`src/rtl/jtag_tap_controller.sv`:
```
// 1149.1 TAP controller: TMS-decoded 16-state FSM, 2-bit IR, BYPASS/IDCODE DRs,
// falling-edge strobes for an external boundary-scan chain and a registered TDO mux.
module jtag_tap_controller #(
   parameter logic [31:0] IDCODE = 32'h1000_0001
) (
   input  logic       TCK,
   input  logic       TRST_n,
   input  logic       TMS,
   input  logic       TDI,
   input  logic       bsr_tdo,
   output logic       TDO,
   output logic       TDO_en,
   output logic       ShiftDR,
   output logic       ClockDR,
   output logic       UpdateDR,
   output logic       Mode,
   output logic [3:0] tap_state
);

   typedef enum logic [3:0] {
      TLR    = 4'd0,  RTI    = 4'd1,
      SEL_DR = 4'd2,  CAP_DR = 4'd3,  SH_DR  = 4'd4,  EX1_DR = 4'd5,
      PAU_DR = 4'd6,  EX2_DR = 4'd7,  UPD_DR = 4'd8,
      SEL_IR = 4'd9,  CAP_IR = 4'd10, SH_IR  = 4'd11, EX1_IR = 4'd12,
      PAU_IR = 4'd13, EX2_IR = 4'd14, UPD_IR = 4'd15
   } state_t;

   localparam logic [1:0] I_EXTEST = 2'b00;
   localparam logic [1:0] I_IDCODE = 2'b10;
   localparam logic [1:0] I_BYPASS = 2'b11;

   state_t      state, state_nx;
   logic [1:0]  ir_sh, ir_lat, ir;
   logic [31:0] id_sh;
   logic        byp, cdr_en, bsr_sel, tdo_nx;

   always_ff @(posedge TCK or negedge TRST_n) begin
      if (!TRST_n) state <= TLR;
      else         state <= state_nx;
   end

   always_comb begin
      state_nx = state;
      case (state)
         TLR:    state_nx = TMS ? TLR    : RTI;
         RTI:    state_nx = TMS ? SEL_DR : RTI;
         SEL_DR: state_nx = TMS ? SEL_IR : CAP_DR;
         CAP_DR: state_nx = TMS ? EX1_DR : SH_DR;
         SH_DR:  state_nx = TMS ? EX1_DR : SH_DR;
         EX1_DR: state_nx = TMS ? UPD_DR : PAU_DR;
         PAU_DR: state_nx = TMS ? EX2_DR : PAU_DR;
         EX2_DR: state_nx = TMS ? UPD_DR : SH_DR;
         UPD_DR: state_nx = TMS ? SEL_DR : RTI;
         SEL_IR: state_nx = TMS ? TLR    : CAP_IR;
         CAP_IR: state_nx = TMS ? EX1_IR : SH_IR;
         SH_IR:  state_nx = TMS ? EX1_IR : SH_IR;
         EX1_IR: state_nx = TMS ? UPD_IR : PAU_IR;
         PAU_IR: state_nx = TMS ? EX2_IR : PAU_IR;
         EX2_IR: state_nx = TMS ? UPD_IR : SH_IR;
         UPD_IR: state_nx = TMS ? SEL_DR : RTI;
      endcase
   end

   // The latch itself reloads on the falling edge; masking it in TLR makes the
   // IDCODE default (and Mode=0) visible from the rising edge that enters TLR.
   assign ir        = (state == TLR) ? I_IDCODE : ir_lat;
   assign bsr_sel   = ~ir[1];
   assign Mode      = (ir == I_EXTEST);
   assign tap_state = state;
   assign ClockDR   = TCK & cdr_en;

   always_ff @(posedge TCK or negedge TRST_n) begin
      if (!TRST_n) begin
         ir_sh <= 2'b01;
         id_sh <= IDCODE;
         byp   <= 1'b0;
      end else begin
         if (state == CAP_IR)     ir_sh <= 2'b01;
         else if (state == SH_IR) ir_sh <= {TDI, ir_sh[1]};
         if (state == CAP_DR) begin
            if (ir == I_IDCODE) id_sh <= IDCODE;
            if (ir == I_BYPASS) byp   <= 1'b0;
         end else if (state == SH_DR) begin
            if (ir == I_IDCODE) id_sh <= {TDI, id_sh[31:1]};
            if (ir == I_BYPASS) byp   <= TDI;
         end
      end
   end

   always_comb begin
      tdo_nx = 1'b0;
      if (state == SH_IR) begin
         tdo_nx = ir_sh[0];
      end else if (state == SH_DR) begin
         if (bsr_sel)             tdo_nx = bsr_tdo;
         else if (ir == I_IDCODE) tdo_nx = id_sh[0];
         else                     tdo_nx = byp;
      end
   end

   // cdr_en only moves while TCK is low, so the ClockDR AND gate cannot glitch.
   always_ff @(negedge TCK or negedge TRST_n) begin
      if (!TRST_n) begin
         ir_lat   <= I_IDCODE;
         ShiftDR  <= 1'b0;
         cdr_en   <= 1'b0;
         UpdateDR <= 1'b0;
         TDO      <= 1'b0;
         TDO_en   <= 1'b0;
      end else begin
         if (state == TLR)         ir_lat <= I_IDCODE;
         else if (state == UPD_IR) ir_lat <= ir_sh;
         ShiftDR  <= bsr_sel && (state == SH_DR);
         cdr_en   <= bsr_sel && ((state == CAP_DR) || (state == SH_DR));
         UpdateDR <= bsr_sel && (state == UPD_DR);
         TDO_en   <= (state == SH_IR) || (state == SH_DR);
         TDO      <= tdo_nx;
      end
   end

endmodule

```
`config.mk`:
```
export PLATFORM = sky130hd
export DESIGN_NAME = jtag_tap_controller
export DESIGN_NICKNAME = d
export VERILOG_FILES = /design/src/rtl/jtag_tap_controller.sv
export SDC_FILE = /design/constraint.sdc
export NUM_CORES = 1
export LEC_CHECK = 0
export CORE_ASPECT_RATIO = 1.75
export CORE_MARGIN = 10
export CORE_UTILIZATION = 50
export CTS_CLUSTER_DIAMETER = 200
export DETAILED_ROUTE_END_ITERATION = 10
export GPL_TIMING_DRIVEN = 0
export HOLD_SLACK_MARGIN = 0.12
export PLACE_DENSITY = 0.7
export SYNTH_ARGS = -nofsm -noshare
export SYNTH_HDL_FRONTEND = slang
export SYNTH_SLANG_ARGS = --single-unit
```
`constraint.sdc`:
```
create_clock -name TCK -period 2.1 [get_ports TCK]
set_input_delay 0.525 -clock TCK [delete_from_list [all_inputs] [get_ports TCK]]
set_output_delay 0.525 -clock TCK [all_outputs]
set_load 0.02 [all_outputs]
```
## Word level (Yosys, flattened, before mapping)

Index checks and enable logic that the tools add are counted.

| operators by class | value |
|---|---|
| eq/ne operators | 17 |
| mux-type cells | 30 |
| bitwise operators | 2 |
| reduce and logical (&&, ||, !) cells | 15 |

Operator list:

| operator | number |
|---|---|
| $mux W32 | 4 |
| $pmux W4 S12 | 1 |
| $eq A4 B4 Y1 const B | 8 |
| $eq A4 B3 Y1 const B | 4 |
| $mux W2 | 8 |
| $mux W4 | 4 |
| $mux W1 | 11 |
| $eq A4 B2 Y1 const B | 2 |
| $mux W3 | 2 |
| $reduce_bool A2 Y1 | 3 |
| $eq A2 B2 Y1 const B | 2 |
| $eq A4 B1 Y1 const B | 1 |
| $logic_not A4 Y1 | 1 |
| $reduce_and A2 Y1 | 2 |
| $reduce_or A2 Y1 | 2 |
| $logic_and A1 B1 Y1 | 3 |
| $reduce_or A3 Y1 | 1 |
| $logic_not A2 Y1 | 1 |
| $logic_or A1 B1 Y1 | 2 |
| $and A1 B1 Y1 | 1 |
| $not A1 Y1 | 1 |

| storage, ports and cells | value |
|---|---|
| register bits after elaboration | 46 |
| input port bits | 5 |
| output and inout bits | 10 |

## Logic depth before layout (Yosys ltp)

Gate-level depths: netlist of run 1.

| logic depth | value |
|---|---|
| depth after elaboration | 7 |
| gate-level depth with buffers | 7 |
| mapped depth without buffers | 4 |

==> results of run 1 <==
flip-flops by register name, summed over array words and instances (netlist names):
name	cells
byp	1
tap_state	4
UpdateDR	1
TDO	1
id_sh	32
cdr_en	1
ir_sh	2
TDO_en	1
ir_lat	2
ShiftDR	1
critical path: stages (launching register included):
cell and delay (ns):
dfstp_2 0.54, buf_8 0.10, nor3_4 0.03, buf_6 0.14
layout by cell type (no fill, tap or decap), types with 4 or more instances in the layout:
master and n:
nand2_1 71, buf_6 21, dfrtp_1 32, dfrtn_1 6, clkdlybuf4s50_1 5, buf_8 5, nor3_1 4, a21oi_1 8
o21ai_1 17, dfstp_2 4, nand3_1 5, nor2_1 8, buf_4 19, o21ai_2 6, o21ai_0 20, clkbuf_8 9
dfrtp_2 4
logic make-up (layout without fill, tap and decap cells):
logic type	count (synthesis)	count (layout)	synth area share [%]
flops	46	46	55.3
buf+inv	24	73	6.22
simple gates	109	109	22.2
mux	1	1	0.478
compound gates	60	62	15.4
xor+xnor	1	1	0.419
per-layer routing:
metal  GRT usage (%)  vias up  routed length [um]  part of all wire [%]
li1                -      910                   -                     -
met2            24.3       56                2830                    54
met5               0        -                   0                     0
met1            17.8      927                2060                    39
met4            9.07        0                 146                   2.8
met3            4.56       16                 190                   3.6
final cells by class:
| type | count | area (sq um) | area share [%] |
|---|---|---|---|
| timing repair buffer | 40 | 387 | 13.1 |
| clock inverter | 4 | 43.8 | 1.49 |
| multi-input combinational | 173 | 968 | 32.9 |
| sequential | 46 | 1160 | 39.4 |
| inverter | 2 | 7.51 | 0.255 |
| buffer | 18 | 195 | 6.63 |
| clock buffer | 9 | 121 | 4.12 |
| tap | 49 | 61.3 | 2.08 |
synth_stat cells (2+ instances only):
master	number	area, sq um
buf_1	2	7.51
nor2_1	10	37.5
nand3_1	5	25.0
o21ai_0	42	210
dfrtn_1	6	150
nor4_1	2	12.5
clkbuf_1	7	26.3
inv_1	3	11.3
nand2_1	75	282
nor3_1	6	30.0
a21oi_1	10	50.1
buf_2	8	40.0
dfstp_2	4	105
buf_6	4	45.0
dfrtp_1	36	901
or3_1	2	12.5
nand2b_1	3	18.8
where the power goes:
group / switching, mW / total [mW] / leakage, nW / internal [mW]
clock: 0.337 / 0.811 / 0.0915 / 0.475
combinational: 1.14 / 2.14 / 0.593 / 1.00
sequential: 0.143 / 1.25 / 0.603 / 1.10
total: 1.62 / 4.20 / 1.29 / 2.58
stage by stage:
| step | TNS (ns) | std cells |
|---|---|---|
| after floorplan | -6.07 | 241 |
| after CTS | -11.84 | 337 |
| after global routing | -14.58 | 341 |
| final | -12.46 | 341 |
| after detailed placement | -14.45 | 305 |
| after global placement | -52.56 | 304 |
repair_timing:
item | 4_1_cts | 5_1_grt
buffers inserted | 13 | 7
gates cloned | 8 | 0
resized for setup | 96 | 15
pin swaps | 6 | 3
hold buffers | 1 | 0
endpoints found under the setup margin | 47 | 54
hold endpoints to repair | 13 | 0
worst max-delay path by stage:
| stage | from | end | depth (start not counted) | slack [ns] |
|---|---|---|---|---|
| after CTS | ir_lat[1] | Mode | 3 | -0.78 |
| after detailed placement | ir_lat[1] | Mode | 3 | -0.77 |
| after global placement | TRST_n | UpdateDR | 1 | -1.67 |
| after floorplan | tap_state[3] | cdr_en | 5 | -0.27 |
| final | ir_lat[1] | Mode | 3 | -0.76 |
| after global routing | ir_lat[1] | Mode | 3 | -0.81 |
==> reports/results.ini, run 1 <==
[finish]
fin_util_pct = 71.6
n_antenna_cell = 0
synthToLayoutAreaGrowth_pct = 40.8
fin_area_sq_um = 2950
finalNetCount = 296
fillCellCount = 323
layout-drive-gt1-share_pct = 32.2

[logic_synthesis]
dominantRegCellSynth = dfrtp_1
syn_nets = 246
synthesis.area_sq_um = 2090
synth_cell_types = 33
avgSynthCellArea_sq_um = 8.68
yosysSeqAreaShare_pct = 55.3
synth-seq-cells = 46
yosysWarnings = 0
synth_edf_count = 0
synthCells = 241
synthArstFlopShare_pct = 100

[worst_setup_path]
timing.rr.end = id_sh[24]
worstReg2RegStart = ir_lat[1]
cp_data_arrival_time_ns = 2.34
worst-path-max-fanout = 2
crit_path_start_kind = flop
worstSetupPathType = flop to primary output
r2r.worst_path.cells = 5
cp_data_required_time_ns = 1.57
cp-end-kind = primary output
r2r_slack_ns = -0.31

[grt]
grt_max_degree = 32
grtUsageTotal_pct = 15.5
antenna_found_initial = 0
grt_first_pass_wirelength_um = 8690
grt_overflow = 0
grt_pass1_vias = 1874

[placed_design]
port_buffers = 14
dpl_cell_area_sq_um = 2400
place_congestion = 0.788
place_ws_ns = -0.765
dpl.hpwl_um = 3000

[min_path]
hold_path_end = id_sh[3]
whs_path_depth = 2
hp-start = id_sh[3]
hp-class = flop to flop

[die]
dieArea_sq_um = 7270
rows = 31
coreArea_sq_um = 4110
dieHeight_um = 106
io-pin-count = 15
die_w_um = 68.9
start_util_pct = 50.9

[outcome]
violations = negative setup slack
outcome = complete, but fails checks

[timing]
grt_setup_unrepaired = true
slew_violations = 0
skew_ns = 0.0663
worst_pin_slew_ns = 1.04
layout_setup_ws_ns = -0.765
hold_viol = 0
hold_ws_ns = 0.484
setup-violations-final = 46
maxSlewHeadroom_pct = 30.8

[power]
cellPowerDensity_nw_per_um2 = 1430
irDropWorstVdd_v = 0.00108
power.leakage_nw = 1.29
p_total_mw = 4.20

[cts]
clk_pin_slew_ns = 0.08
clk-insertion-delay-late_ns = 0.47
cts_tree = yes

[run]
cap_violations = 0

[routing]
via_count = 1909
viasPerCell = 5.60
detail_route.wirelength_um = 5230
drtIter0Drc = 156
drc = 0
ant_nets = 0
drt_first_pass_iters = 5
routedWlPerCell_um = 15.3

Power figures use the tool's default switching activity.
==> run 2: changes to the inputs <==
--- a/config.mk
+++ b/config.mk
@@ -7,12 +7,12 @@
 export LEC_CHECK = 0
 export CORE_ASPECT_RATIO = 1.75
 export CORE_MARGIN = 10
-export CORE_UTILIZATION = 50
+export CORE_UTILIZATION = 59
 export CTS_CLUSTER_DIAMETER = 200
 export DETAILED_ROUTE_END_ITERATION = 10
 export GPL_TIMING_DRIVEN = 0
 export HOLD_SLACK_MARGIN = 0.12
-export PLACE_DENSITY = 0.7
+export PLACE_DENSITY = 0.8
 export SYNTH_ARGS = -nofsm -noshare
 export SYNTH_HDL_FRONTEND = slang
 export SYNTH_SLANG_ARGS = --single-unit
==> reports/results.ini, run 2 (synthesized netlist as in run 1, its figures left out) <==
[outcome]
outcome = complete, but fails checks
violations = negative setup slack

[routing]
drt_first_pass_iters = 4
ant_nets = 0
drtIter0Drc = 146
detail_route.wirelength_um = 5860
routedWlPerCell_um = 17.4
via_count = 1926
viasPerCell = 5.72
drc = 0

[worst_setup_path]
cp_data_arrival_time_ns = 2.35
crit_path_start_kind = flop
r2r.worst_path.cells = 5
worstSetupPathType = flop to primary output
worstReg2RegStart = ir_lat[1]
cp-end-kind = primary output
timing.rr.end = id_sh[4]
worst-path-max-fanout = 2
r2r_slack_ns = -0.35
cp_data_required_time_ns = 1.57

[finish]
top_register = id_sh
fillCellCount = 195
final_cell_mix = nand2_1 (73), dfrtp_1 (32), o21ai_1 (25), buf_6 (20), buf_4 (17)
layout-drive-gt1-share_pct = 30.8
final_common_cell = nand2_1
n_antenna_cell = 0
seqCellArea_sq_um = 1160
largest_reg_flops = 32
multi_input_area_sq_um = 946
finalNetCount = 296
synthToLayoutAreaGrowth_pct = 39.5

[cts]
clk-insertion-delay-late_ns = 0.48
cts_tree = yes
clk_pin_slew_ns = 0.09

[placed_design]
place_congestion = 0.770
port_buffers = 14
place_ws_ns = -0.771
dpl.hpwl_um = 3080

[timing]
maxSlewHeadroom_pct = 49.7
skew_ns = 0.0789
worst_pin_slew_ns = 0.753
layout_setup_ws_ns = -0.775
tns_ns = -13.49
slew_violations = 0
hold_viol = 0
setup-violations-final = 46
grt_setup_unrepaired = true

[die]
start_util_pct = 61.6
rows = 28
io-pin-count = 15
die_w_um = 65.0
dieArea_sq_um = 6420
coreArea_sq_um = 3400
dieHeight_um = 98.8

[grt]
met1_usage_pct = 16.5
antenna_found_initial = 0
busiest_layer = met2
grt_pass1_vias = 1971
grt_first_pass_wirelength_um = 8650
gr-usage-met3_pct = 3.97
grt_max_degree = 35
use_met2_pct = 30.4
grt_overflow = 0
grtUsageTotal_pct = 17.0

[min_path]
whs_path_depth = 2
hp-class = flop to flop
hold_path_end = id_sh[28]
hp-start = id_sh[28]

[power]
power.leakage_nw = 1.28
irDropWorstVdd_v = 0.00133
cellPowerDensity_nw_per_um2 = 1450

[run]
cap_violations = 0

run 2: cell types whose count changed in the layout (fill, tap and decap cells not counted), moves of 2 or more:
cell	change
o21ai_0	-8
o21ai_1	+8
buf_4	-2
clkbuf_1	+2
clkbuf_2	+2
nand2_1	+2
run 2: area by class of cell:
type	count	share of cell area, %
Sequential cell	46	39.8
Multi-Input combinational cell	172	32.4
Timing Repair Buffer	42	13.9
Buffer	17	6.13
Clock buffer	11	4.42
Tap cell	45	1.93
Clock inverter	2	1.16
Inverter	2	0.257
run 2: power by group:
group | total (mW) | switching, mW | internal (mW) | leakage, nW
combinational | 2.15 | 1.16 | 0.994 | 0.591
sequential | 1.28 | 0.180 | 1.10 | 0.603
clock | 0.809 | 0.327 | 0.482 | 0.0899
total | 4.24 | 1.66 | 2.58 | 1.28
run 2: timing repair:
item                                    4_1_cts  5_1_grt
pin swaps                                     2        6
gates resized for setup                      88       27
cloned                                        7        0
setup buffers                                12        9
hold buffers                                  1        0
endpoints found under the setup margin       47       48
hold endpoints to repair                      9        0
run 2: layer usage:
layer  up-vias  part of all wire (%)
met5         -                     0
li1        903                     -
met3        32                   4.6
met1       918                    37
met4         0                   5.3
met2        73                    53
run 2: how the worst max path moves through the flow:
stage          cells after the start  endpoint          from  slack, ns
2_1_floorplan                      5    cdr_en  tap_state[3]      -0.27
3_5_place_dp                       3      Mode     ir_lat[1]      -0.77
5_1_grt                            3      Mode     ir_lat[1]      -0.82
4_1_cts                            3      Mode     ir_lat[1]      -0.80
6_report                           3      Mode     ir_lat[1]      -0.78
3_3_place_gp                       1    TDO_en        TRST_n      -1.66
run 2: through the flow:
step	power, mW	hold WS [ns]	area (sq um)	cells	utilization [%]
CTS	3.94	0.477	2780	329	81.9
global placement	2.68	0.463	2380	300	70.0
detailed placement	2.71	0.436	2390	301	70.4
finish	4.24	0.482	2920	337	85.9
global route	4.47	0.491	2920	337	85.9
floorplan	2.29	0.229	2180	241	-
run 2: worst max-delay path, cell delays in order, from the launching register on:
cell and delay [ns]:
dfstp_2 0.54, buf_8 0.11, nor3_4 0.04, buf_6 0.14
==> run 3: changes to the inputs <==
--- a/config.mk
+++ b/config.mk
@@ -13,6 +13,7 @@
 export GPL_TIMING_DRIVEN = 0
 export HOLD_SLACK_MARGIN = 0.12
 export PLACE_DENSITY = 0.8
+export REMOVE_ABC_BUFFERS = 1
 export SYNTH_ARGS = -nofsm -noshare
 export SYNTH_HDL_FRONTEND = slang
 export SYNTH_SLANG_ARGS = --single-unit
==> reports/results.ini, run 3 (synthesized netlist as in run 1, its figures left out) <==
[outcome]
outcome = complete, but fails checks
violations = negative setup slack

[timing]
hold_viol = 0
setup-violations-final = 46
layout_setup_ws_ns = -0.817
maxSlewHeadroom_pct = 21.7
skew_ns = 0.102
hold_ws_ns = 0.244
worst_pin_slew_ns = 1.17
slew_violations = 0
grt_setup_unrepaired = true

[finish]
final_common_cell = nand2_1
final_cell_mix = nand2_1 (60), dfrtp_1 (32), o21ai_1 (27), buf_4 (19), buf_6 (17)
n_antenna_cell = 0
seqCellArea_sq_um = 1160
synthToLayoutAreaGrowth_pct = 51.3
largest_reg_flops = 32
fin_util_pct = 93.2
layout-drive-gt1-share_pct = 38.6
multi_input_area_sq_um = 1070
top_register = id_sh
layoutNonFillerInstCount = 338
fillCellCount = 109
finalNetCount = 297

[grt]
grt_max_degree = 25
antenna_found_initial = 0
grtUsageTotal_pct = 22.2
gr-usage-met3_pct = 7.26
grt_pass1_vias = 2213
use_met2_pct = 36.1
met1_usage_pct = 22.9
grt_overflow = 0
busiest_layer = met2
grt_first_pass_wirelength_um = 10800

[run]
cap_violations = 0

[placed_design]
placed_cells = 281
port_buffers = 14
dpl.hpwl_um = 2420
place_congestion = 0.781

[worst_setup_path]
worst-path-max-fanout = 2
slowest_stage = dfstp_2
cp_data_arrival_time_ns = 2.39
worstSetupPathType = flop to primary output
crit_path_start_kind = flop
path_cells = nor3_2 > buf_4
cp-end-kind = primary output
critPathMaxStageDelay_ns = 0.59
cp_data_required_time_ns = 1.57

[routing]
drc = 0
routedWlPerCell_um = 25.0
ant_nets = 0
drtIter0Drc = 233
drt_first_pass_iters = 5
via_count = 2216
detail_route.wirelength_um = 8440
viasPerCell = 6.56

[die]
io-pin-count = 15
dieArea_sq_um = 6420
coreArea_sq_um = 3400
die_w_um = 65.0
dieHeight_um = 98.8
rows = 28
start_util_pct = 61.6

[cts]
clk_pin_slew_ns = 0.09
clk-insertion-delay-late_ns = 0.51
cts_tree = yes

[power]
cellPowerDensity_nw_per_um2 = 1590
irDropWorstVdd_v = 0.00128
p_total_mw = 5.03
power.leakage_nw = 1.36

[min_path]
hp-class = input port to async pin

run 3: cell count changes in the layout (fill, tap and decap cells not counted), moves of 4 or more:
cell and change:
o21ai_0 -5, buf_16 +7, buf_12 +4, nand2_1 -13, nand2_2 +9, buf_8 -6
run 3: repair_timing:
| item | in CTS | in global routing |
|---|---|---|
| hold buffers | 1 | 0 |
| resized for setup | 89 | 63 |
| hold endpoints to repair | 16 | 0 |
| setup buffers | 26 | 12 |
| gates cloned | 8 | 0 |
| endpoints found under the setup margin | 51 | 47 |
| pin swaps | 9 | 13 |
run 3: final timing paths:
check | slack, ns | cells past startpoint | start | endpoint
worst max register to register | -0.74 | 8 | ir_lat[1] | id_sh[17]
min in group TCK | 0.50 | 2 | id_sh[28] | id_sh[28]
worst min-delay path | 0.24 | 1 | TRST_n | id_sh[0]
max in group asynchronous | 0.62 | 2 | TRST_n | id_sh[4]
worst min register to register | 0.50 | 2 | id_sh[28] | id_sh[28]
worst max-delay path | -0.82 | 2 | ir_lat[1] | Mode
run 3: per-layer routing:
layer | part of all wire [%] | wire length (um) | vias to the layer above
met3 | 10 | 859 | 40
met5 | 0 | 0 | -
li1 | - | - | 914
met2 | 50 | 4200 | 182
met1 | 35 | 2970 | 1080
met4 | 4.8 | 409 | 0
run 3: metrics by stage:
step                worst slack, ns  TNS (ns)  cell area (sq um)
global placement              -1.65    -73.88               2170
CTS                          -0.700    -17.99               2870
global route                 -0.840    -27.83               3170
floorplan                    -0.691    -22.89               1970
finish                       -0.817    -26.66               3170
detailed placement           -0.936    -17.34               2230
run 3: power breakdown:
group	switching (mW)	internal, mW
Sequential	0.191	1.11
Clock	0.377	0.483
Combinational	1.54	1.34
Total	2.11	2.92
run 3: area by class of cell:
type | instances | area share (%)
timing repair buffer | 58 | 22.3
tap | 45 | 1.78
clock inverter | 3 | 1.30
inverter | 2 | 0.237
clock buffer | 10 | 3.95
sequential | 46 | 36.7
multi-input combinational | 174 | 33.8
run 3: critical path: cells and delay by family, from the launching register on:
family	cells	cell delay, ns
flip-flops	1	0.59
buffers and inverters	1	0.17
AND/OR/NAND/NOR	1	0.07
